### src/rtl/sub_borrow_serial_pkg.sv
// Shared types and helpers for the byte-serial borrow-chained subtractor.
//   BYTE_W    : byte width (fixed at 8 for this revision)
//   state_t   : operation FSM states (IDLE, RUN)
//   subborrow : one byte of subtract-with-borrow; returns the difference
//               byte and hands the borrow out through an output argument.
package sub_borrow_pkg;

  localparam int BYTE_W = 8;

  typedef enum logic {
    IDLE = 1'b0,
    RUN  = 1'b1
  } state_t;

  function automatic logic [BYTE_W-1:0] subborrow(
    input  logic [BYTE_W-1:0] a,
    input  logic [BYTE_W-1:0] b,
    input  logic              bin,
    output logic              bout
  );
    logic [BYTE_W:0] t;
    // One spare bit on top: it goes to 1 exactly when a < b + bin.
    t = {1'b0, a} - {1'b0, b} - {{BYTE_W{1'b0}}, bin};
    bout = t[BYTE_W];
    return t[BYTE_W-1:0];
  endfunction

endpackage

### src/rtl/sub_borrow_serial_if.sv
// Operand and result byte streams of the serial subtractor.
//   in_valid/in_ready/in_a/in_b        : operand byte pair stream (LSB first)
//   out_valid/out_ready/out_diff       : difference byte stream
//   out_last/out_borrow                : last-beat marker and final borrow
// Handshake: a beat transfers on a rising clock edge where valid and ready
// are both high. A source holds valid and its data stable until that edge;
// ready may rise or fall at any time and never depends on valid.
interface sub_borrow_serial_if;
  import sub_borrow_pkg::*;

  logic              in_valid;
  logic              in_ready;
  logic [BYTE_W-1:0] in_a;
  logic [BYTE_W-1:0] in_b;
  logic              out_valid;
  logic              out_ready;
  logic [BYTE_W-1:0] out_diff;
  logic              out_last;
  logic              out_borrow;

  // Subtractor side.
  modport slave (
    input  in_valid, in_a, in_b, out_ready,
    output in_ready, out_valid, out_diff, out_last, out_borrow
  );

  // Operand source / result sink side.
  modport master (
    output in_valid, in_a, in_b, out_ready,
    input  in_ready, out_valid, out_diff, out_last, out_borrow
  );

endinterface

### src/rtl/sub_borrow_serial.sv
// Byte-serial multi-word subtractor with borrow chaining.
// Each operation is WORDS byte pairs, least-significant byte first; each
// accepted pair yields one difference byte one cycle later, and the last
// byte carries the borrow out of the whole operand.
// Ports:
//   clk, rst_n : rising-edge clock, asynchronous active-low reset
//   clear      : synchronous abort; drops any pending byte, keeps op_count
//   io         : operand/result streams (slave modport)
//   op_count   : completed operations, counted when the last byte is consumed
//   state_dbg  : current FSM state
module sub_borrow_serial
  import sub_borrow_pkg::*;
#(
  parameter int unsigned WORDS = 4
) (
  input  logic                 clk,
  input  logic                 rst_n,
  input  logic                 clear,
  sub_borrow_serial_if.slave   io,
  output logic [15:0]          op_count,
  output state_t               state_dbg
);

  localparam int unsigned BEAT_W = (WORDS > 1) ? $clog2(WORDS) : 1;
  localparam logic [BEAT_W-1:0] LAST_BEAT = BEAT_W'(WORDS - 1);

  state_t            state;
  state_t            state_nxt;
  logic [BEAT_W-1:0] beat;
  logic              borrow;
  logic              in_ready;
  logic              accept;
  logic              last_beat;
  logic              bin;
  logic              bout;
  logic [BYTE_W-1:0] diff;

  // Single-entry output register: room exists when it is empty or being
  // drained this cycle. rst_n is folded in so ready stays low during reset.
  assign in_ready    = rst_n && !clear && (!io.out_valid || io.out_ready);
  assign io.in_ready = in_ready;
  assign state_dbg   = state;

  always_comb begin
    bout      = 1'b0;
    accept    = io.in_valid && in_ready;
    last_beat = (beat == LAST_BEAT);
    // Beat 0 starts a fresh operand, so any stale borrow is ignored.
    bin       = (beat == '0) ? 1'b0 : borrow;
    diff      = subborrow(io.in_a, io.in_b, bin, bout);
    state_nxt = state;
    if (clear) begin
      state_nxt = IDLE;
    end else if (accept) begin
      state_nxt = last_beat ? IDLE : RUN;
    end
  end

  always_ff @(posedge clk or negedge rst_n) begin
    if (!rst_n) begin
      state <= IDLE;
    end else begin
      state <= state_nxt;
    end
  end

  always_ff @(posedge clk or negedge rst_n) begin
    if (!rst_n) begin
      beat          <= '0;
      borrow        <= 1'b0;
      io.out_valid  <= 1'b0;
      io.out_diff   <= '0;
      io.out_last   <= 1'b0;
      io.out_borrow <= 1'b0;
    end else if (clear) begin
      beat         <= '0;
      borrow       <= 1'b0;
      io.out_valid <= 1'b0;
    end else if (accept) begin
      beat          <= last_beat ? '0 : beat + BEAT_W'(1);
      borrow        <= last_beat ? 1'b0 : bout;
      io.out_valid  <= 1'b1;
      io.out_diff   <= diff;
      io.out_last   <= last_beat;
      io.out_borrow <= bout && last_beat;
    end else if (io.out_ready) begin
      io.out_valid <= 1'b0;
    end
  end

  // Counted on consumption of the last byte, so a clear that discards a
  // pending last byte does not count it.
  always_ff @(posedge clk or negedge rst_n) begin
    if (!rst_n) begin
      op_count <= '0;
    end else if (!clear && io.out_valid && io.out_ready && io.out_last) begin
      op_count <= op_count + 16'd1;
    end
  end

endmodule

### src/flat_wrapper.sv
// flat-port wrapper written by rule: the top's interface ports become plain ports
module sub_borrow_serial_flat import sub_borrow_pkg::*;
#(
  parameter int unsigned WORDS = 4
)
  (clk, rst_n, clear, op_count, state_dbg, io_in_valid, io_in_a, io_in_b, io_out_ready, io_in_ready, io_out_valid, io_out_diff, io_out_last, io_out_borrow);
  sub_borrow_serial_if io_i ();
  input  logic clk;
  input  logic rst_n;
  input  logic clear;
  output logic [15:0] op_count;
  output state_t state_dbg;
  input wire logic [$bits(io_i.in_valid)-1:0] io_in_valid;
  input wire logic [$bits(io_i.in_a)-1:0] io_in_a;
  input wire logic [$bits(io_i.in_b)-1:0] io_in_b;
  input wire logic [$bits(io_i.out_ready)-1:0] io_out_ready;
  output wire logic [$bits(io_i.in_ready)-1:0] io_in_ready;
  output wire logic [$bits(io_i.out_valid)-1:0] io_out_valid;
  output wire logic [$bits(io_i.out_diff)-1:0] io_out_diff;
  output wire logic [$bits(io_i.out_last)-1:0] io_out_last;
  output wire logic [$bits(io_i.out_borrow)-1:0] io_out_borrow;
  assign io_i.in_valid = io_in_valid;
  assign io_i.in_a = io_in_a;
  assign io_i.in_b = io_in_b;
  assign io_i.out_ready = io_out_ready;
  assign io_in_ready = io_i.in_ready;
  assign io_out_valid = io_i.out_valid;
  assign io_out_diff = io_i.out_diff;
  assign io_out_last = io_i.out_last;
  assign io_out_borrow = io_i.out_borrow;
  sub_borrow_serial #(.WORDS(WORDS)) u_core (.clk(clk), .rst_n(rst_n), .clear(clear), .io(io_i), .op_count(op_count), .state_dbg(state_dbg));
endmodule
### config.mk
export PLATFORM = sky130hd
export DESIGN_NAME = sub_borrow_serial_flat
export DESIGN_NICKNAME = d
export VERILOG_FILES = /design/src/rtl/sub_borrow_serial_pkg.sv /design/src/rtl/sub_borrow_serial_if.sv /design/src/rtl/sub_borrow_serial.sv /design/src/flat_wrapper.sv
export SDC_FILE = /design/constraint.sdc
export NUM_CORES = 1
export LEC_CHECK = 0
export CAP_MARGIN = 20
export CORE_MARGIN = 2
export CORE_UTILIZATION = 48
export DETAILED_ROUTE_END_ITERATION = 8
export HOLD_SLACK_MARGIN = 0.1
export PLACE_DENSITY = 0.8
export SLEW_MARGIN = 15
export SYNTH_ARGS = -nofsm -noshare
export SYNTH_HDL_FRONTEND = slang
export SYNTH_SLANG_ARGS = --single-unit
### constraint.sdc
create_clock -name clk -period 2.9 [get_ports clk]
set_clock_uncertainty 0.1 [all_clocks]
set_input_delay 0.29 -clock clk [delete_from_list [all_inputs] [get_ports clk]]
set_output_delay 0.29 -clock clk [all_outputs]
set_load 0.02 [all_outputs]
# Word-level counts from Yosys, hierarchy flattened
# Cells that the tools add are included.
# Widths: inputs -> output; s select.
op_classes:
  add_sub_neg: 4
  n_eq_ne: 1
  n_mux: 13
  bitwise: 1
  n_reduce_logical: 14
op_table:
  columns: ["cell", "n"]
  rows:
  - ["$add 16x1->16 const B", 1]
  - ["$mux 1", 10]
  - ["$sub 8x8->9", 1]
  - ["$sub 9x1->9", 1]
  - ["$logic_and 1x1->1", 7]
  - ["$mux 2", 3]
  - ["$reduce_bool 3->1", 1]
  - ["$add 2x1->2 const B", 1]
  - ["$eq 2x2->1 const B", 1]
  - ["$logic_not 1->1", 2]
  - ["$logic_not 2->1", 1]
  - ["$reduce_and 2->1", 1]
  - ["$reduce_bool 2->1", 1]
  - ["$logic_or 1x1->1", 1]
  - ["$not 1->1", 1]
word_totals:
  ff_bits: 31
  inputBits: 21
  elab_cells: 41

# Depth between registers and ports, before layout
# Gate-level depths: netlist of run 1.
depth:
  depth_word: 6
  mapped_depth: 11
  depth_no_buf: 11

# Least setup slack after synthesis of run 1
# Ideal clock, no wire load.
synth_path:
  path_type: "reg-to-reg"
  start: "register u_core.beat[0]"
  end: "register u_core.io.out_borrow"
  setup_time_ps: 132
  t_arrival_ps: 2176
  t_required_ps: 2668
  setup_slack_ps: 492
  stages_incl_launch_ff: 12
  path_buffers: 0
  synth_period_minus_slack_ps: 2408
  path_cell_list: "dfrtp_1 > inv_1 > ha_1 > nand2b_1 > fa_1 > inv_1 > fa_1 > nand2_1 > a31o_2 > a221oi_2 > xnor2_1 > o21ai_0"
synth_via:
  elab_chain_len: 4
  word_cells_on_any_way: 5
  classes_between: "add/sub: 1; eq/ne: 1; mux: 1; reduce/logical: 2"
synth_rtl:
  columns: ["element", "line", "rtl"]
  rows:
  - ["from (decl)", "sub_borrow_serial.sv:29", "logic [BEAT_W-1:0] beat;"]
  - ["from (signal assigned)", "sub_borrow_serial.sv:80", "beat <= last_beat ? '0 : beat + BEAT_W'(1);"]
  - ["$logic_not 2->1", "sub_borrow_serial.sv:49", "bin = (beat == '0) ? 1'b0 : borrow;"]
  - ["$mux 1", "sub_borrow_serial.sv:49", null]
  - ["$sub 9x1->9", "sub_borrow_serial_pkg.sv:23", "t = {1'b0, a} - {1'b0, b} - {{BYTE_W{1'b0}}, bin};"]
  - ["$logic_and 1x1->1 (*)", "sub_borrow_serial.sv:85", "io.out_borrow <= bout && last_beat;"]
  - ["to (signal assigned)", "sub_borrow_serial.sv:85", null]
  - ["to (decl)", "sub_borrow_serial_if.sv:24", "output in_ready, out_valid, out_diff, out_last, out_borrow"]
# Every way passes the cells marked *; elsewhere a longest branch is shown, timed or not.
# A chain may end at the register's enable or synchronous reset.

# Worst setup path in the final report of run 1
# Same ends and word-level chain as after synthesis.

==> run metrics, run 1 <==
status=complete, no violations; count leader, synth=dfrtp_1; nets@finish=around 280; layout cells sized above 1=6.667%; post-route antenna net violation count=0; wire per inst=between 10 and 15 um; Synth Area in Compound Gates=a little under a tenth; final RePlAce weighted congestion=0.7801; HP Class=reg2reg; IO Count=50; Core ar.=3661 um2; Initial Utilization=just under 50%; CTS root buffer=clkbuf_8; initial antenna violation count=0; Core Rows=22; Pre-antenna DRT Iters=4; Simple-Gate Fraction of Synth Area=16.57%; Setup crit start kind=flip-flop; DRT iter0 DRCs=70; Routed WL=~3.3 mm; drt drc=0; Antenna Diode Count=0; fill cell count=304; Post-synth top cells=dfrtp_1, inv_1, nand2_1; cts hold-fix bufs=0; design area=around 2500 um2; CP arrival=approximately 2700 ps; Via-to-Cell Ratio=between 4 and 5; EDFF count, synth=0; Placed Cells incl. Taps=280; setup TNS=0 ps; overall routing resource usage=between 10% and 20%; critical path type=reg2reg; Worst-Skew Late Latency=280 ps; TritonCTS Buffers=5; Post-synth ARST share=100.0%; Yosys reg bits=31; Cell variety after synth=36; worst-path maximum fanout=3; XOR/XNOR Fraction of Synth Area=10.11%; LEAKAGE=1.204 nW; fin cells=~290; largest family of logic cells by synthesized area=simple AND/OR/NAND/NOR gates; GRT overflow=0; Max IR drop VDD=around 0.18 mV; CTS tree=done; post-synthesis mux area share=0.6190%; Pwr Density=455.1 nW/um2; Yosys top cell area share=around 43%; fmax=roughly 380 MHz; Die Span Y=65.57 um; final-report setup violation count=0; crit path time final=around 2600 ps; Worst slew margin=between 70% and 80%; Ys Warns=0; Post-Place Cell Area=around 2400 um2; vias in the first global route=1271; Post-Syn Area=~1800 um2; RSZ-0062 raised after global routing=no; post-synthesis cell count=roughly 180; Slew Limit Fails=0; fin util=roughly 67%; Area growth syn-to-layout=34.73%; syn nets=224; Max Cap Violations=0; maximum buffer depth of the clock tree=2; H-tree levels=2; Seq/Total Area, Yosys=between 40 and 50%; Crit. End Element=flip-flop; Slew @ Worst Pin=~410 ps; Final Hold Viols=0; part of the cycle the worst path needs=roughly nine tenths; Port Buf Inserts=49; die area=4299 um2; DPL Wire Length=~2.6 mm; clk sinks=31; pin count of the biggest net entering global routing=32; top cells by area, synth=dfrtp_1, ha_1, inv_1, xor2_1, xnor2_1; Crit path required time=roughly 3000 ps; Top FF cell, synth=dfrtp_1; via count=between 1000 and 1500; clock slew at reported path FFs=~60 ps; Synth area leader=dfrtp_1; adder-cell share of the synthesized area=around 14%; first-pass GRT wire length=about 5.7 mm; Die X=65.57 um; Syn Area/Cell=approximately 10 um2; post-cts sizing count=0; postcts setup bufs=0
[cell usage in the layout, fill, tap and decap left out, types with 3 or more instances in the layout]
master	synthesis	routed
xnor2_1	10	10
a21oi_1	4	4
nand3_1	4	4
o31ai_1	3	3
o21ai_0	11	11
clkbuf_8	0	5
nand2b_1	3	3
inv_1	28	28
nand2_1	22	22
xor2_1	11	11
nand4_1	5	5
dfrtp_1	31	31
ha_1	17	17
nor2_1	8	8
clkdlybuf4s50_1	0	49
[logic make-up after synthesis]
logic type,count (synthesis)
fa+ha+maj,19
xor+xnor,21
mux,1
compound gates,26
flops,31
buf+inv,31
simple gates,55
[state kept, by name, indices dropped and copies added (netlist names)]
name / count
u_core.borrow: 1
u_core.state_dbg: 1
u_core.op_count: 16
u_core.io.out_borrow: 1
u_core.io.out_valid: 1
u_core.io.out_last: 1
u_core.beat: 2
u_core.io.out_diff: 8
[layout make-up]
cell class                      instances  area, um2  share of cell area (%)
Multi-Input combinational cell        122      923.4                   37.67
Sequential cell                        31      775.7                   31.65
Timing Repair Buffer                   51      505.5                   20.62
Inverter                               28      105.1                   4.288
Clock buffer                            7      76.32                   3.114
Tap cell                               48      60.06                   2.450
Clock inverter                          1      5.005                  0.2042
[worst paths after layout]
kind	start	to	slack, ps	cells past startpoint
min in group asynchronous	rst_n	u_core.beat[1]$_DFFE_PN0P_	380	2
min reg2reg	u_core.op_count[15]$_DFFE_PN0P_	u_core.op_count[15]$_DFFE_PN0P_	360	1
min	u_core.op_count[15]$_DFFE_PN0P_	u_core.op_count[15]$_DFFE_PN0P_	360	1
max in group asynchronous	rst_n	u_core.io.out_diff[2]$_DFFE_PN0P_	2030	2
max reg2reg	u_core.beat[0]$_DFFE_PN0P_	u_core.io.out_borrow$_DFFE_PN0P_	260	11
max	u_core.beat[0]$_DFFE_PN0P_	u_core.io.out_borrow$_DFFE_PN0P_	260	11
[through the flow]
step / setup slack (ps) / hold slack (ps) / power (mW)
3_5_place_dp: 199.8 / 359.1 / 0.8052
6_report: 257.4 / 364.8 / 1.116
5_1_grt: 116.1 / 406.5 / 1.181
4_1_cts: 238.3 / 369.0 / 1.129
2_1_floorplan: 492.3 / -105.6 / 0.6652
3_3_place_gp: 265.7 / 356.6 / 0.7995
[routing by layer]
layer / GRT usage (%) / wire length (um)
met4: 7.031 / 38
met5: 0 / 0
met3: 4.966 / 172
met1: 22.22 / 1524
met2: 28.44 / 1586
[power breakdown]
part           internal (mW)  switching (mW)  leakage, nW  total (mW)
Combinational          0.150           0.151        0.754       0.301
Clock                  0.168           0.153       0.0422       0.321
Sequential             0.469          0.0248        0.408       0.494
[worst max-delay path, stage by stage (launching register included)]
cell	delay (ps)
dfrtp_1	370
inv_1	70
ha_1	200
nand2b_1	180
fa_1	410
inv_1	90
fa_1	200
nand2_1	80
a31o_2	270
a221oi_2	260
xnor2_1	180
o21ai_0	120
No activity file was read; power rests on OpenSTA's default activity.
==> run 2, diff against run 1 <==
--- a/config.mk
+++ b/config.mk
@@ -6,12 +6,13 @@
 export NUM_CORES = 1
 export LEC_CHECK = 0
 export CAP_MARGIN = 20
-export CORE_MARGIN = 2
 export CORE_UTILIZATION = 48
 export DETAILED_ROUTE_END_ITERATION = 8
 export HOLD_SLACK_MARGIN = 0.1
 export PLACE_DENSITY = 0.8
+export SKIP_LAST_GASP = 1
 export SLEW_MARGIN = 15
 export SYNTH_ARGS = -nofsm -noshare
 export SYNTH_HDL_FRONTEND = slang
 export SYNTH_SLANG_ARGS = --single-unit
+export TNS_END_PERCENT = 10
==> run 2 against run 1 <==
Compared with the run above: clock power rose by 25%; non-clock buffer count did not move; wire length rose by 2.0%; register-to-register slack barely moved; sequential power barely moved; via count rose by 2.7%; total power rose by 7.5%; setup slack improved by 12 ps; critical path depth did not move; utilization rose by 0.58 points; combinational power rose by 1%; critical endpoint unchanged.
==> run metrics, run 2 (synthesized netlist as in run 1, its figures left out) <==
DPL Wire Length=2.618 mm (was 2.640 mm); IO Count=50 (unchanged); sequential share of power=41.2% (was 44.3%); CTS tree=done (unchanged); Largest register FFs=16 (unchanged); GRT overflow=0 (unchanged); post-route antenna net violation count=0 (unchanged); nets@finish=279 (unchanged); Worst slew margin=69.31% (was 72.57%); Slew @ Worst Pin=457.9 ps (was 409.3 ps); area of the multi-input gates=923.4 um2 (unchanged); cells along the critical path=inv_1 > ha_1 > nand2b_1 > fa_1 > inv_1 > fa_1 > nand2_1 > a31o_2 > a221oi_2 > xnor2_1 > o21ai_0 (unchanged); Crit path required time=2960 ps (about the same); Die Span Y=63.57 um (was 65.57 um); RSZ-0062 raised after global routing=no (unchanged); reg2reg start=u_core.beat[0]$_DFFE_PN0P_ (unchanged); clock slew at reported path FFs=60 ps (about the same); RR Endpoint=u_core.io.out_borrow$_DFFE_PN0P_ (unchanged); Clk network pwr share=33.4% (was 28.7%); postcts setup bufs=0 (unchanged); TritonCTS Buffers=5 (unchanged); DRT iter0 DRCs=130 (was 70); sw frac=27.41% (was 29.46%); cts hold-fix bufs=0 (unchanged); Via-to-Cell Ratio=5.056 (was 4.906); Max IR drop VDD=0.2111 mV (was 0.1785 mV); Hold EP=u_core.op_count[15]$_DFFE_PN0P_ (unchanged); drt drc=0 (unchanged); crit path time final=2630 ps (was 2643 ps); Sequential Area=775.7 um2 (unchanged); WP buf/inv=2 (unchanged); Slew Limit Fails=0 (unchanged); H-tree levels=2 (unchanged); Area growth syn-to-layout=35.90% (was 34.73%); biggest regs=u_core.op_count x16, u_core.io.out_diff x8, u_core.beat x2 (unchanged); Worst-Skew Late Latency=280 ps (about the same); CP arrival=2690 ps (was 2700 ps); die area=4041 um2 (was 4299 um2); Core ar.=3661 um2 (unchanged); maximum buffer depth of the clock tree=2 (unchanged); setup TNS=0 ps (unchanged); Hold Crit Depth=1 (unchanged); commonest non-fill, non-tap cell in the layout=clkdlybuf4s50_1 (unchanged); LEAKAGE=1.213 nW (was 1.204 nW); Reg with most FFs=u_core.op_count (unchanged); fin cells=287 (was 288); vias in the first global route=1365 (was 1271); wire per inst=11.79 um (was 11.53 um); Core Rows=22 (unchanged); Final Hold Viols=0 (unchanged); most frequent cells in the layout=clkdlybuf4s50_1, dfrtp_1, inv_1 (unchanged); fmax=380.2 MHz (was 378.4 MHz); pin count of the biggest net entering global routing=32 (unchanged); Max Cap Violations=0 (unchanged); Worst path max stage delay=390 ps (was 410 ps); initial antenna violation count=0 (unchanged); post-cts sizing count=0 (unchanged); Crit. End Element=flip-flop (unchanged); CP top delay family=adder cells (unchanged); critical path type=reg2reg (unchanged); HP Class=reg2reg (unchanged); via count=1451 (was 1413); Port Buf Inserts=49 (unchanged); Pwr Density=485.2 nW/um2 (was 455.1 nW/um2); hold path start=u_core.op_count[15]$_DFFE_PN0P_ (unchanged); worst-path maximum fanout=3 (unchanged); Pre-antenna DRT Iters=4 (unchanged); status=complete, no violations (unchanged); CTS root buffer=clkbuf_8 (unchanged); total power=1.200 mW (was 1.116 mW); clk sinks=31 (unchanged); first-pass GRT wire length=5.830 mm (was 5.678 mm); Setup crit start kind=flip-flop (unchanged); Initial Utilization=49.69% (unchanged); overall routing resource usage=18.94% (was 17.60%); Internal=870.8 uW (was 787.0 uW); switching power=328.9 uW (was 328.6 uW); layout cells sized above 1=6.695% (was 6.667%); Placed Cells incl. Taps=280 (unchanged); critical path's slowest cell=fa_1 (unchanged); Die X=63.57 um (was 65.57 um); final RePlAce weighted congestion=0.7954 (was 0.7801); final-report setup violation count=0 (unchanged); part of the cycle the worst path needs=90.70% (was 91.12%); FF-to-FF path depth=11 (unchanged); Routed WL=3.385 mm (was 3.320 mm); Antenna Diode Count=0 (unchanged); reg-to-reg setup timing slack=270 ps (was 260 ps); fin util=67.53% (was 66.95%); fill cell count=314 (was 304); Comb power frac=25.5% (was 27.0%)
run 2: cell types whose count changed in the layout (fill, tap and decap cells not counted):
cell       delta
clkinv_2      -1
clkbuf_1      -1
bufinv_16     +1
run 2: power by group through the flow:
stage / sequential, mW / clock, mW / combinational (mW)
floorplan: 0.538 / 0 / 0.127
global route: 0.498 / 0.426 / 0.337
finish: 0.494 / 0.400 / 0.305
detailed placement: 0.502 / 0 / 0.305
CTS: 0.495 / 0.412 / 0.307
global placement: 0.500 / 0 / 0.299
run 2: cell type report:
type / count / area share, %
Sequential cell: 31 / 31.38
Tap cell: 48 / 2.429
Clock inverter: 1 / 1.215
Clock buffer: 6 / 2.935
Timing Repair Buffer: 51 / 20.45
Inverter: 28 / 4.251
Multi-Input combinational cell: 122 / 37.35
run 2: per-stage QoR:
stage / instance area (um2) / worst slack (ps) / hold WS (ps)
final: 2472 / 269.6 / 360.7
after global routing: 2472 / 67.37 / 376.5
after CTS: 2472 / 260.5 / 369.5
after detailed placement: 2370 / 216.8 / 361.7
after global placement: 2370 / 274.8 / 355.4
after floorplan: 1819 / 492.3 / -105.6
run 2: how the worst max path moves through the flow:
stage	start	end	slack, ps	cells after the start
2_1_floorplan	u_core.beat[0]$_DFFE_PN0P_	u_core.io.out_borrow$_DFFE_PN0P_	490	11
3_3_place_gp	io_in_a[4]	u_core.io.out_borrow$_DFFE_PN0P_	270	10
3_5_place_dp	io_in_b[0]	u_core.io.out_borrow$_DFFE_PN0P_	220	10
4_1_cts	u_core.beat[0]$_DFFE_PN0P_	u_core.io.out_borrow$_DFFE_PN0P_	260	11
5_1_grt	u_core.beat[0]$_DFFE_PN0P_	u_core.io.out_borrow$_DFFE_PN0P_	70	11
6_report	u_core.beat[0]$_DFFE_PN0P_	u_core.io.out_borrow$_DFFE_PN0P_	270	11
run 2: layer usage:
layer,GRT usage [%],part of all wire [%],vias to the layer above
met5,0,0,-
met4,10.23,1.6,0
met1,23.33,45,679
met2,30.72,49,47
met3,3.986,4.3,6
li1,-,-,719
